`src/rtl/unidade_temporizacao.sv`:
```
// Timing scheduler for the memory game: sequences LED-on, LED-off and response
// timers on one shared down-counter, with per-round shrinking of on/off times.
module unidade_temporizacao #(
    parameter int LARGURA     = 16,
    parameter int T_ON_BASE   = 1000,
    parameter int T_ON_MIN    = 200,
    parameter int T_ON_PASSO  = 50,
    parameter int T_OFF_BASE  = 500,
    parameter int T_OFF_MIN   = 100,
    parameter int T_OFF_PASSO = 25,
    parameter int T_TIMEOUT   = 5000
) (
    input  logic               clock,
    input  logic               reset,
    input  logic               estado_ledsOn,
    input  logic               estado_ledsOff,
    input  logic               estado_espera,
    input  logic               acelera,
    input  logic [3:0]         rodada,
    output logic               fimLedsOn,
    output logic               fimLedsOff,
    output logic               timeout,
    output logic [LARGURA-1:0] db_contagem,
    output logic [2:0]         db_estado
);

    typedef enum logic [2:0] {
        OCIOSO    = 3'd0,
        CONTA_ON  = 3'd1,
        FIM_ON    = 3'd2,
        CONTA_OFF = 3'd3,
        FIM_OFF   = 3'd4,
        CONTA_ESP = 3'd5,
        FIM_ESP   = 3'd6
    } estado_t;

    localparam int                 LW = LARGURA + 4;
    localparam logic [LARGURA-1:0] UM = LARGURA'(1);

    // Index 0 = LED-on, 1 = LED-off, 2 = response timeout.
    logic [2:0][LARGURA-1:0] duracao;

    generate
        for (genvar gi = 0; gi < 2; gi++) begin : gDuracao
            localparam int BASE   = (gi == 0) ? T_ON_BASE  : T_OFF_BASE;
            localparam int MINIMO = (gi == 0) ? T_ON_MIN   : T_OFF_MIN;
            localparam int PASSO  = (gi == 0) ? T_ON_PASSO : T_OFF_PASSO;

            logic [LW-1:0] baseLarga;
            logic [LW-1:0] produto;
            logic [LW-1:0] diferenca;

            assign baseLarga = LW'(BASE);
            assign produto   = LW'(rodada) * LW'(PASSO);
            assign diferenca = baseLarga - produto;

            // A product larger than the base would wrap, so it saturates to the floor.
            assign duracao[gi] = !acelera ? LARGURA'(BASE)
                               : ((produto > baseLarga) || (diferenca < LW'(MINIMO))) ? LARGURA'(MINIMO)
                               : diferenca[LARGURA-1:0];
        end
    endgenerate

    assign duracao[2] = LARGURA'(T_TIMEOUT);

    estado_t            estadoReg;
    estado_t            estadoNext;
    estado_t            estadoSel;
    logic [LARGURA-1:0] contagemReg;
    logic [LARGURA-1:0] contagemNext;
    logic [LARGURA-1:0] contagemSel;
    logic               pedidoProprio;

    always_ff @(posedge clock) begin
        if (reset) begin
            estadoReg   <= OCIOSO;
            contagemReg <= '0;
        end else begin
            estadoReg   <= estadoNext;
            contagemReg <= contagemNext;
        end
    end

    // Fixed-priority request selection; durations are captured only here.
    always_comb begin
        estadoSel   = OCIOSO;
        contagemSel = '0;
        if (estado_ledsOn) begin
            estadoSel   = CONTA_ON;
            contagemSel = duracao[0] - UM;
        end else if (estado_ledsOff) begin
            estadoSel   = CONTA_OFF;
            contagemSel = duracao[1] - UM;
        end else if (estado_espera) begin
            estadoSel   = CONTA_ESP;
            contagemSel = duracao[2] - UM;
        end
    end

    always_comb begin
        pedidoProprio = 1'b0;
        case (estadoReg)
            CONTA_ON,  FIM_ON:  pedidoProprio = estado_ledsOn;
            CONTA_OFF, FIM_OFF: pedidoProprio = estado_ledsOff;
            CONTA_ESP, FIM_ESP: pedidoProprio = estado_espera;
            default:            pedidoProprio = 1'b0;
        endcase
    end

    always_comb begin
        estadoNext   = estadoSel;
        contagemNext = contagemSel;
        case (estadoReg)
            OCIOSO: begin
                estadoNext   = estadoSel;
                contagemNext = contagemSel;
            end
            CONTA_ON, CONTA_OFF, CONTA_ESP: begin
                if (pedidoProprio) begin
                    if (contagemReg != '0) begin
                        estadoNext   = estadoReg;
                        contagemNext = contagemReg - UM;
                    end else begin
                        contagemNext = '0;
                        case (estadoReg)
                            CONTA_ON:  estadoNext = FIM_ON;
                            CONTA_OFF: estadoNext = FIM_OFF;
                            default:   estadoNext = FIM_ESP;
                        endcase
                    end
                end
            end
            FIM_ON, FIM_OFF, FIM_ESP: begin
                if (pedidoProprio) begin
                    estadoNext   = estadoReg;
                    contagemNext = '0;
                end
            end
            default: begin
                estadoNext   = OCIOSO;
                contagemNext = '0;
            end
        endcase
    end

    assign fimLedsOn   = (estadoReg == FIM_ON);
    assign fimLedsOff  = (estadoReg == FIM_OFF);
    assign timeout     = (estadoReg == FIM_ESP);
    assign db_contagem = contagemReg;
    assign db_estado   = estadoReg;

endmodule

```
`config.mk`:
```
export PLATFORM = sky130hd
export DESIGN_NAME = unidade_temporizacao
export DESIGN_NICKNAME = d
export VERILOG_FILES = /design/src/rtl/unidade_temporizacao.sv
export SDC_FILE = /design/constraint.sdc
export NUM_CORES = 1
export LEC_CHECK = 0
export ABC_AREA = 1
export CAP_MARGIN = 20
export CORE_MARGIN = 3
export CORE_UTILIZATION = 25
export CTS_BUF_LIST = sky130_fd_sc_hd__clkbuf_16
export CTS_CLUSTER_SIZE = 28
export DETAILED_ROUTE_END_ITERATION = 8
export DONT_BUFFER_PORTS = 1
export GPL_TIMING_DRIVEN = 0
export PLACE_DENSITY = 0.48
export SLEW_MARGIN = 25
export SYNTH_ARGS = -nofsm -noshare
export SYNTH_HDL_FRONTEND = slang
export SYNTH_SLANG_ARGS = --single-unit
```
`constraint.sdc`:
```
create_clock -name clock -period 5.05 [get_ports clock]
set_clock_uncertainty 0.2 [all_clocks]
set_input_delay 1.515 -clock clock [delete_from_list [all_inputs] [get_ports clock]]
set_output_delay 1.515 -clock clock [all_outputs]
set_load 0.005 [all_outputs]
```
==> metrics.md <==
| Metric | Value |
|---|---|
| Worst R2R Start | `db_contagem[0]` |
| Final-layout fill cell count | `between 900 and 1000` |
| CP endpoint kind | `flip-flop` |
| Gr usage total | `10.98%` |
| Worst VDD drop | `around 110 uV` |
| Largest delay share family, worst path | `adder cells` |
| Sequential share of the synthesized area | `roughly 18%` |
| Via Count | `between 2000 and 2500` |
| Area of the multi-input gates | `around 1600 um2` |
| First-pass GRT wire length | `8921 um` |
| WP buf/inv | `6` |
| Rel. slew slack | `roughly 63%` |
| Synth warnings | `0` |
| Vias/cell | `about 4.5` |
| ANT cells | `0` |
| Clock tree buffer depth | `2` |
| Hold path cells | `2` |
| Layout area overhead | `10.87%` |
| Reg2reg end | `db_estado[1]` |
| Total Nets Final | `roughly 380` |
| Critical Path Most Common Cell | `nand2_1` |
| Fraction of layout instances using a drive strength above 1 | `12.86%` |
| Unrepaired setup endpoints after global routing | `no` |
| Crit Path Category | `in2reg` |
| Slowest stage delay, CP | `slightly above 0.5 ns` |
| Dpl hpwl | `~4400 um` |
| Clock Sinks | `19` |
| P_leak | `around 1.1 nW` |
| Final ANT Viol Nets | `0` |
| Total CTS buffers | `3` |
| Tmin final | `~4.7 ns` |
| Drt first pass iters | `4` |
| Worst hold start | `db_estado[1]` |
| Max Cap Violations | `0` |
| Total grt overflow | `0` |
| Slew Viols, Final | `0` |
| Max FO, Critical Path | `5` |
| Cells after Synth | `roughly 350` |
| Flop2flop setup slack | `around 2.4 ns` |
| Io pins | `32` |
| Initial detailed-routing violation count | `52` |
| Final worst-path setup slack | `between 0.3 and 0.4 ns` |
| Flops & latches, synth | `19` |
| Vias in the first global route | `1876` |
| H-tree Lvls | `1` |
| Initial antenna violation count | `0` |
| Die Wd | `98.81 um` |
| Clock slew at reported path FFs | `around 0.060 ns` |
| Hold Path Sink | `db_estado[1]` |
| CTS tree | `done` |
| Clock root buffer | `clkbuf_16` |
| Height of the chip | `between 90 and 100 um` |
| Number of setup violations in the final report | `0` |
| Slew of the pin with the lowest slew margin | `0.5470 ns` |
| CP max stage cell | `fa_1` |
| Worst min path class | `reg2reg` |
| Tcrit/Tclk final | `just over 90%` |
| Syn_nets | `371` |
| Storage element area | `approximately 380 um2` |
| CP required | `4.99 ns` |
| Initial Util | `approximately a quarter` |
| Mapped Area | `~2200 um2` |
| DR DRC count | `0` |
| Drt total wl | `5348 um` |
| Largest net degree at the start of global routing | `12` |
| Port buffer count | `0` |
| Drt wl/cell | `~12 um` |
| Rows | `33` |
| Core Region | `8299 um2` |
| GP Congestion | `a little over 0.8` |
| Setup TNS Final | `0 ns` |
| Setup slack at placement | `-0.1316 ns` |
| Max Freq | `212.8 MHz` |
| Worst hold margin | `around 0.38 ns` |
| Setup crit start kind | `input port` |
| Syn Area/Cell | `~6.2 um2` |
| Fin. Hold Viols | `0` |
| Synth cell types | `39` |
| Status | `complete, no violations` |
| Worst Path Arrival | `approximately 4.6 ns` |
| Worst r2r path cells | `13` |
| Power Dens Cells | `approximately 260 nW/um2` |
| Clock Latency Late Sink | `roughly 0.25 ns` |
| Die ar. | `around 10000 um2` |
worst max-delay path by stage:
stage | endpoint | from | depth (start not counted) | slack [ns]
after floorplan | db_contagem[4] | rodada[0] | 23 | 0.33
after global placement | db_contagem[8] | rodada[0] | 25 | -0.11
after detailed placement | db_contagem[8] | rodada[0] | 25 | -0.13
after CTS | db_contagem[8] | rodada[0] | 25 | 0.13
after global routing | db_contagem[5] | rodada[0] | 25 | 0.05
final | db_contagem[8] | rodada[0] | 26 | 0.35
logic make-up after synthesis:
kind of cell               count (synthesis)  share of synthesized area (%)
AOI/OAI and AO/OA                         49                          13.36
xor gates and xnor gates                  14                          6.043
adders and majority gates                 15                          9.065
buffers and inverters                     61                          11.16
DFF                                       19                          17.66
and+or+nand+nor                          188                          42.71
layer usage:
layer,GRT usage [%],vias up,share of wire (%),wire length (um)
met5,0,-,0,0
met1,15.67,883,52,2770
li1,-,1125,-,-
met4,1.891,0,0.79,42
met3,2.902,4,4.2,225
met2,16.79,27,43,2310
cells in the mapped netlist (all sizes together):
master	count	area, um2
ha	14	175.2
xor2	11	96.34
o21bai	1	7.510
a21oi	24	146.4
or2	2	12.51
xnor2	3	33.79
buf	4	25.02
nor2	39	173.9
o32ai	1	8.760
nor3	6	40.04
and2	1	6.260
fa	1	20.02
o211ai	2	15.01
clkbuf	3	12.51
a31oi	1	6.260
o21ai	18	90.08
nor4	2	12.51
nand2	96	392.9
dfxtp	19	380.4
o22ai	1	6.260
a22oi	1	7.510
nand3	34	195.2
inv	54	202.7
nand4	8	86.33
through the flow:
stage	std cells	power [mW]	cell area [um2]	utilization, %
global placement	451	0.4586	2285	27.53
finish	455	0.6217	2387	28.77
floorplan	346	0.4074	2153	-
CTS	455	0.6264	2365	28.49
detailed placement	451	0.4600	2285	27.53
global route	455	0.6778	2387	28.77
flip-flops by register name, indices dropped and copies added (netlist names):
| signal | cells |
|---|---|
| db_contagem | 16 |
| db_estado | 3 |
layout make-up:
class	count	area share (%)
multi-input cells	266	65.15
clock inverters	1	0.2096
inverters	54	8.491
well taps	105	5.503
flip-flops and latches	19	15.93
plain buffers	7	1.572
clock buffers	3	3.145
cell usage in the layout, fill, tap and decap left out, types with 4 or more instances in the layout:
master / instances
nand2_2: 4
ha_1: 11
dfxtp_1: 19
xor2_1: 11
a21oi_1: 21
nor2_1: 30
o21ai_0: 15
inv_1: 50
nand2_1: 89
nand3_1: 32
nor2_2: 7
nor3_1: 4
inv_2: 4
nand4_1: 5
where the power goes:
| group | switching (mW) | internal [mW] |
|---|---|---|
| registers | 0.0211 | 0.165 |
| clock network | 0.0582 | 0.106 |
| logic | 0.174 | 0.0979 |
| total | 0.253 | 0.369 |
worst register-to-register path, cell delays in order, from the launching register on:
cell,delay (ns)
dfxtp_1,0.33
inv_1,0.10
ha_1,0.19
nand2_1,0.10
nor3_1,0.24
inv_1,0.12
nor3_2,0.24
nand4_1,0.18
nand4_1,0.15
buf_2,0.24
o21ai_1,0.13
inv_1,0.10
o211ai_1,0.10
a21oi_1,0.15
what timing repair did:
item                                    CTS  global route
setup buffers                             0             0
hold buffers                              0             0
gates resized for setup                   0             5
endpoints found under the setup margin    0             5
(Power assumes the default switching activity.)
